## src/rtl/regfile_mp.sv

```systemverilog
// regfile_mp: parametrised register file with two combinational read ports,
// two synchronous write ports, optional write-to-read bypass, optional
// hardwired zero register, and a sequential clear engine started by reset.
//
// Ports:
//   clk, rst_n         clock, synchronous active-low reset
//   ra_addr / ra_data  read port A (combinational data)
//   rb_addr / rb_data  read port B (combinational data)
//   wa_en/addr/data    write port A
//   wb_en/addr/data    write port B (wins on address collision)
//   busy               registered, high while the clear engine runs
//   wr_drop            registered one-cycle pulse: write requested while busy
module regfile_mp #(
  parameter int unsigned XLEN     = 32,
  parameter int unsigned NREGS    = 32,
  parameter int unsigned AW       = $clog2(NREGS),
  parameter int unsigned ZERO_REG = 1,
  parameter int unsigned BYPASS   = 1
) (
  input  logic            clk,
  input  logic            rst_n,
  input  logic [AW-1:0]   ra_addr,
  output logic [XLEN-1:0] ra_data,
  input  logic [AW-1:0]   rb_addr,
  output logic [XLEN-1:0] rb_data,
  input  logic            wa_en,
  input  logic [AW-1:0]   wa_addr,
  input  logic [XLEN-1:0] wa_data,
  input  logic            wb_en,
  input  logic [AW-1:0]   wb_addr,
  input  logic [XLEN-1:0] wb_data,
  output logic            busy,
  output logic            wr_drop
);

  localparam logic [0:0]    S_CLEAR = 1'b0;
  localparam logic [0:0]    S_RUN   = 1'b1;
  localparam logic [AW-1:0] LAST    = AW'(NREGS - 1);

  logic [0:0]      r_state;
  logic [AW-1:0]   r_cnt;
  logic            r_busy;
  logic            r_wr_drop;
  logic [XLEN-1:0] r_mem [NREGS];

  logic [0:0]      w_state_nxt;
  logic [AW-1:0]   w_cnt_nxt;
  logic            w_busy_nxt;
  logic            w_drop_nxt;
  logic            w_clr_we;
  logic            w_wa_ok;
  logic            w_wb_ok;

  // Next-state logic for the clear engine and the registered status outputs
  always_comb begin
    w_state_nxt = r_state;
    w_cnt_nxt   = r_cnt;
    w_busy_nxt  = r_busy;
    w_drop_nxt  = 1'b0;
    w_clr_we    = 1'b0;
    case (r_state)
      S_CLEAR: begin
        w_clr_we   = 1'b1;
        w_cnt_nxt  = r_cnt + AW'(1);
        w_drop_nxt = wa_en | wb_en;
        if (r_cnt == LAST) begin
          w_state_nxt = S_RUN;
          w_busy_nxt  = 1'b0;
        end
      end
      S_RUN: begin
        w_busy_nxt = 1'b0;
      end
      default: begin
        w_state_nxt = S_CLEAR;
        w_busy_nxt  = 1'b1;
      end
    endcase
  end

  // State register; reset restarts the clear from entry 0
  always_ff @(posedge clk) begin
    if (!rst_n) begin
      r_state   <= S_CLEAR;
      r_cnt     <= '0;
      r_busy    <= 1'b1;
      r_wr_drop <= 1'b0;
    end else begin
      r_state   <= w_state_nxt;
      r_cnt     <= w_cnt_nxt;
      r_busy    <= w_busy_nxt;
      r_wr_drop <= w_drop_nxt;
    end
  end

  // A write to register 0 is dropped per port, leaving the other port intact
  assign w_wa_ok = wa_en && (r_state == S_RUN) && !((ZERO_REG != 0) && (wa_addr == '0));
  assign w_wb_ok = wb_en && (r_state == S_RUN) && !((ZERO_REG != 0) && (wb_addr == '0));

  // Storage array; untouched by the reset edge itself. Port B is assigned
  // last so it wins a same-address collision.
  always_ff @(posedge clk) begin
    if (rst_n) begin
      if (w_clr_we) begin
        r_mem[r_cnt] <= '0;
      end else begin
        if (w_wa_ok) r_mem[wa_addr] <= wa_data;
        if (w_wb_ok) r_mem[wb_addr] <= wb_data;
      end
    end
  end

  // Read mux: masked while busy, zero register, then B-over-A bypass
  function automatic logic [XLEN-1:0] f_read(
    input logic [AW-1:0]   rd_addr,
    input logic [XLEN-1:0] stored,
    input logic            blk,
    input logic            pa_en,
    input logic [AW-1:0]   pa_addr,
    input logic [XLEN-1:0] pa_data,
    input logic            pb_en,
    input logic [AW-1:0]   pb_addr,
    input logic [XLEN-1:0] pb_data
  );
    logic [XLEN-1:0] v;
    v = stored;
    if (blk) begin
      v = '0;
    end else if ((ZERO_REG != 0) && (rd_addr == '0)) begin
      v = '0;
    end else if ((BYPASS != 0) && pb_en && (pb_addr == rd_addr)) begin
      v = pb_data;
    end else if ((BYPASS != 0) && pa_en && (pa_addr == rd_addr)) begin
      v = pa_data;
    end
    return v;
  endfunction

  assign ra_data = f_read(ra_addr, r_mem[ra_addr], r_busy,
                          wa_en, wa_addr, wa_data, wb_en, wb_addr, wb_data);
  assign rb_data = f_read(rb_addr, r_mem[rb_addr], r_busy,
                          wa_en, wa_addr, wa_data, wb_en, wb_addr, wb_data);

  assign busy    = r_busy;
  assign wr_drop = r_wr_drop;

endmodule

```

## config.mk

```make
export PLATFORM = sky130hd
export DESIGN_NAME = regfile_mp
export DESIGN_NICKNAME = d
export VERILOG_FILES = /design/src/rtl/regfile_mp.sv
export SDC_FILE = /design/constraint.sdc
export NUM_CORES = 2
export LEC_CHECK = 0
export ABC_CLOCK_PERIOD_IN_PS = 5700
export CAP_MARGIN = 15
export CORE_AREA = 3 3 321 323
export CTS_CLUSTER_DIAMETER = 200
export DETAILED_ROUTE_END_ITERATION = 10
export DIE_AREA = 0 0 324 326
export PLACE_DENSITY = 0.76
export SYNTH_ARGS = -nofsm -noshare
export SYNTH_HDL_FRONTEND = slang
export SYNTH_SLANG_ARGS = --single-unit
```

## constraint.sdc

```tcl
create_clock -name clk -period 5.7 [get_ports clk]
set_input_delay 1.14 -clock clk [delete_from_list [all_inputs] [get_ports clk]]
set_output_delay 1.14 -clock clk [all_outputs]
set_load 0.01 [all_outputs]
```

Word-level counts from Yosys, hierarchy flattened --
Memory sizes are Yosys's and may differ from the RTL's. Cells that the tools add are included. Widths: inputs -> output; s select.
Storage, ports and cells: register bits 8, memory bits (writable) 1024, input bits 88, memories 1, logic and storage cells 57, output and inout bits 66
Operators by class: mux-type cells 26, reductions and logical operators 16, bitwise operators 3, add/subtract/negate cells 1, equality and inequality tests 6
Memory list:
- r_mem | words 32, bits a word 32, read ports 2, clocked after memory_dff 0, wr ports 2, RTL line 44 | logic [XLEN-1:0] r_mem [NREGS];
Operators by type and width (count):
- $mux 32 | 9
- $reduce_or 32->1 | 1
- $eq 5x5->1 | 4
- $logic_not 5->1 | 4
- $mux 1 | 15
- $logic_and 1x1->1 | 8
- $add 5x1->5 const B | 1
- $eq 5x5->1 const B | 1
- $mux 5 | 1
- $logic_not 1->1 | 2
- $ne 2x2->1 const B | 1
- $not 1->1 | 2
- $pmux 1 s2 | 1
- $reduce_or 2->1 | 1
- $or 1x1->1 | 1

Longest topological paths before layout --
word-level depth 9, mapped depth 9, gate-level depth less buffers 6

Worst setup path before layout --
OpenSTA, ideal clock, no wires.
kind input to register, start input wa_addr[3], end memory r_mem[13][0], enable pin, arrival 4.242 ns, setup time 0.433 ns, path buffers 3, setup slack 1.025 ns, data required time 5.267 ns, stages 8, path through buf_2 or4_1 o21a_1 buf_6 buf_6 o32ai_1 nand2_1 o22ai_1
RTL lines:
- start: declaration | RTL line 27 | input logic [AW-1:0] wa_addr,
- end: declaration | RTL line 44

Worst setup path in the final report --
start input rb_addr[3], end output rb_data[14]
On the way: word-level cells in the longest chain between the ends 6, elaborated cells between the ends (all ways) 10, those cells by class 2 x eq/ne; 4 x mux; 3 x reduce/logical; 1 x memory
Ends and longest elaborated chain:
- start: declaration | RTL line 24 | input logic [AW-1:0] rb_addr,
- parallel branches: the longest is 4 deep, another holds $mem_v2 32x32
- $mux 32 (*) | RTL line 129 | end else if ((ZERO_REG != 0) && (rd_addr == '0)) begin
- $mux 32 (*) | RTL line 127 | if (blk) begin
- end: declaration | RTL line 25 | output logic [XLEN-1:0] rb_data,
Mark *: on every way between the ends.

==> flow_summary.yaml <==
status:
  status: "finished clean"
sta:
  rsz0062_at_grt: "no"
  max_freq_mhz: 176
  slew_headroom_pct: 16.9
  final.setup.tns_ns: 0
  slew_violations: 0
  setup_viol: 0
  hold_viol_final: 0
  clock_skew_ns: 0.0285
  period_minus_slack_ns: 5.69
  post-route-period-util_pct: 99.9
  worst_pin_slew_ns: 1.25
clock_network:
  cts_resized: 0
  clk_pin_slew_ns: 0.06
  htreeDepth: 3
  cts_tree: "yes"
  ctsLongestPathBuffers: 3
  cts_hold_buf: 0
  cts_setup_buffers: 0
  worstSkewPairLatency_ns: 0.72
  clock-sinks: 1032
  cts_made_buffers: 110
  cts-root-buf: "clkbuf_16"
die:
  dieArea_um2: 106000
  chipWidth_um: 324
  start_util_pct: 59.9
  io_pins: 154
  fp.coreArea_um2: 100000
  die_h_um: 326
  std_cell_rows: 116
pwr:
  p_comb_share_pct: 9.3
  leakage_nw: 20.3
  pwr-share-clk_pct: 41.2
  power-per-cell-area_nw_per_um2: 251
  irDropWorstVdd_v: 0.000287
  internal_power_mw: 12.6
  pwr-share-seq_pct: 49.6
  switching_share_pct: 24.6
  p_sw_mw: 4.12
setup_path:
  worstPathArrival_ns: 4.55
  critical_path_class: "in -> out"
  crit_path_end_kind: "output port"
  start_kind: "primary input"
  r2r-start: "r_state"
  required_ns: 4.56
  critPathMaxFanout: 19
  startpoint: "rb_addr[3]"
layout:
  nets: 5125
  regArea_um2: 30900
  multi_input_area_um2: 27000
  drive_gt1_share_pct: 17.8
  syn_to_final_growth_pct: 11.3
  fin_cells: 6433
  n_fill_cell: 7072
route:
  wl_per_cell_um: 34.8
  drtPass1Iterations: 9
  viasPerCell: 7.58
  postRouteAntennaNets: 0
  wl_um: 224000
  drtIter0Drc: 9498
  drc: 0
  via_count: 48700
yosys:
  synth_area_um2: 60000
  ys_seq_area_share_pct: 51.5
  synth_edf_count: 1024
  synth.net_count: 5308
  synth_most_common_cell: "nand2_1"
  synth_area_leaders: "edfxtp_1 51%, mux4_2 17%, o21ai_0 8.2%"
  synth_warnings: 0
  syn_avg_cell_area_um2: 11.5
  syn_inst: 5218
  synth_ff_type: "edfxtp_1"
  yosys-top-cells-count: "1,164 x nand2_1, 1,024 x edfxtp_1, 987 x o21ai_0"
  synth_top_cell_area_share_pct: 51.3
  synth_largest_area_cell: "edfxtp_1"
  synth_cell_type_count: 53
  ys_ff_latch: 1032
  postSynth.asyncResetShare_pct: 0
global_routing:
  grt.busiest_layer: "met2"
  use_met3_pct: 17.2
  grt_pass1_vias: 47800
  grt_pass1_wl_um: 319000
  grt_max_degree: 125
  antenna_found_initial: 15
  gr-usage-all-layers_pct: 42.1
  met2_usage_pct: 60.2
  grtUsageMet1_pct: 52.3
  grt_overflow: 0
run:
  max_cap_viol_count: 0
hold_path:
  worstHoldPathType: "reg -> reg"
  hp-start: "r_cnt[4]"
placement:
  io_buffers: 153
  hpwl_um: 130000
  dp.cells: 6221
  routabilityCongestion: 0.966
[power groups by stage]
stage | Combinational (mW) | Sequential [mW] | Clock [mW]
final | 1.55 | 8.30 | 6.89
after global routing | 1.56 | 8.30 | 7.15
after CTS | 1.48 | 8.30 | 6.83
after detailed placement | 1.47 | 8.46 | 0
after global placement | 1.46 | 8.46 | 0
after floorplan | 0.873 | 8.45 | 0
[area by class of cell]
cell class / instances / share of cell area, %
flip-flops and latches: 1032 / 46.3
clock inverters: 69 / 0.754
diodes: 10 / 0.0375
clock buffers: 133 / 4.29
inverters: 36 / 0.202
multi-input cells: 3486 / 40.4
well taps: 1298 / 2.43
repair buffers: 369 / 5.57
[worst max-delay path, cell delays in order]
cell and delay [ns]:
clkdlybuf4s50_1 0.64, xor2_1 0.18, nor4_1 0.08, buf_4 0.16
a21oi_4 0.93, buf_4 0.39, o211ai_1 0.14, a32o_1 0.34
clkdlybuf4s50_1 0.50
[registers in the layout, summed over array words and instances (netlist names)]
register  flops
r_mem      1024
wr_drop       1
r_cnt         5
r_state       1
busy          1
[layout by cell type, fill, tap and decap left out, types with 3 or more instances in the layout]
master           synthesis  routed
a22oi_1                130     130
a32o_1                  64      64
and2_1                   6       4
buf_12                   0      44
buf_4                    4     174
buf_8                    0       4
bufinv_16                0       5
clkbuf_1               471      22
clkbuf_16                0     111
clkdlybuf4s50_1          0     145
clkinv_1                 0      35
clkinv_2                 0      17
clkinvlp_4               0       5
dfxtp_1                  8       8
diode_2                  0      10
edfxtp_1              1024    1024
inv_1                   36      36
mux2i_1                196     196
mux4_2                 447     447
nand2_1               1164    1163
nand2b_1                71      71
nand3_1                 70      69
nand4_1                 65      65
nor2_1                  33      12
nor2_4                   3      24
nor2b_1                  9       3
nor2b_4                  0       6
nor3_2                   0      14
nor4_1                   3       3
o211ai_1                64      64
o21a_1                  65      64
o21ai_0                987     987
o21ai_1                  5       5
o21bai_4                 0      12
o22ai_4                  0      19
or2_2                    4       4
xnor2_1                  7       7
xor2_1                  16      16
[worst paths after layout]
kind	end	slack, ns	depth (start not counted)
worst max-delay path	rb_data[14]	0.006	9
worst min-delay path	r_cnt[4]	0.59	2
worst max register to register	r_mem[4][21]	2.02	6
worst min register to register	r_cnt[4]	0.59	2
[stage by stage]
stage	utilization, %	setup WS (ns)	power (mW)	hold slack, ns	cell area (µm²)
2_1_floorplan	-	1.03	9.33	0.496	60000
3_3_place_gp	63.3	0.304	9.92	0.568	63400
3_5_place_dp	63.3	0.300	9.93	0.588	63400
4_1_cts	66.6	0.282	16.6	0.590	66700
5_1_grt	66.6	0.0483	17.0	0.627	66700
6_report	66.6	0.00643	16.7	0.587	66700
[per-layer routing]
| layer | share of wire, % | routed length [µm] |
|---|---|---|
| met5 | 0.048 | 107 |
| met4 | 8.6 | 19200 |
| met3 | 18 | 41000 |
| met2 | 43 | 95300 |
| met1 | 30 | 68200 |
[cell families after synthesis]
| group | count (synthesis) | synth area share (%) |
|---|---|---|
| buf+inv | 700 | 4.75 |
| flops | 1032 | 51.5 |
| xor+xnor | 23 | 0.336 |
| simple gates | 1456 | 10.1 |
| mux | 643 | 20.1 |
| compound gates | 1362 | 13.2 |
| fa+ha+maj | 2 | 0.0417 |
Power figures use the tool's default switching activity.
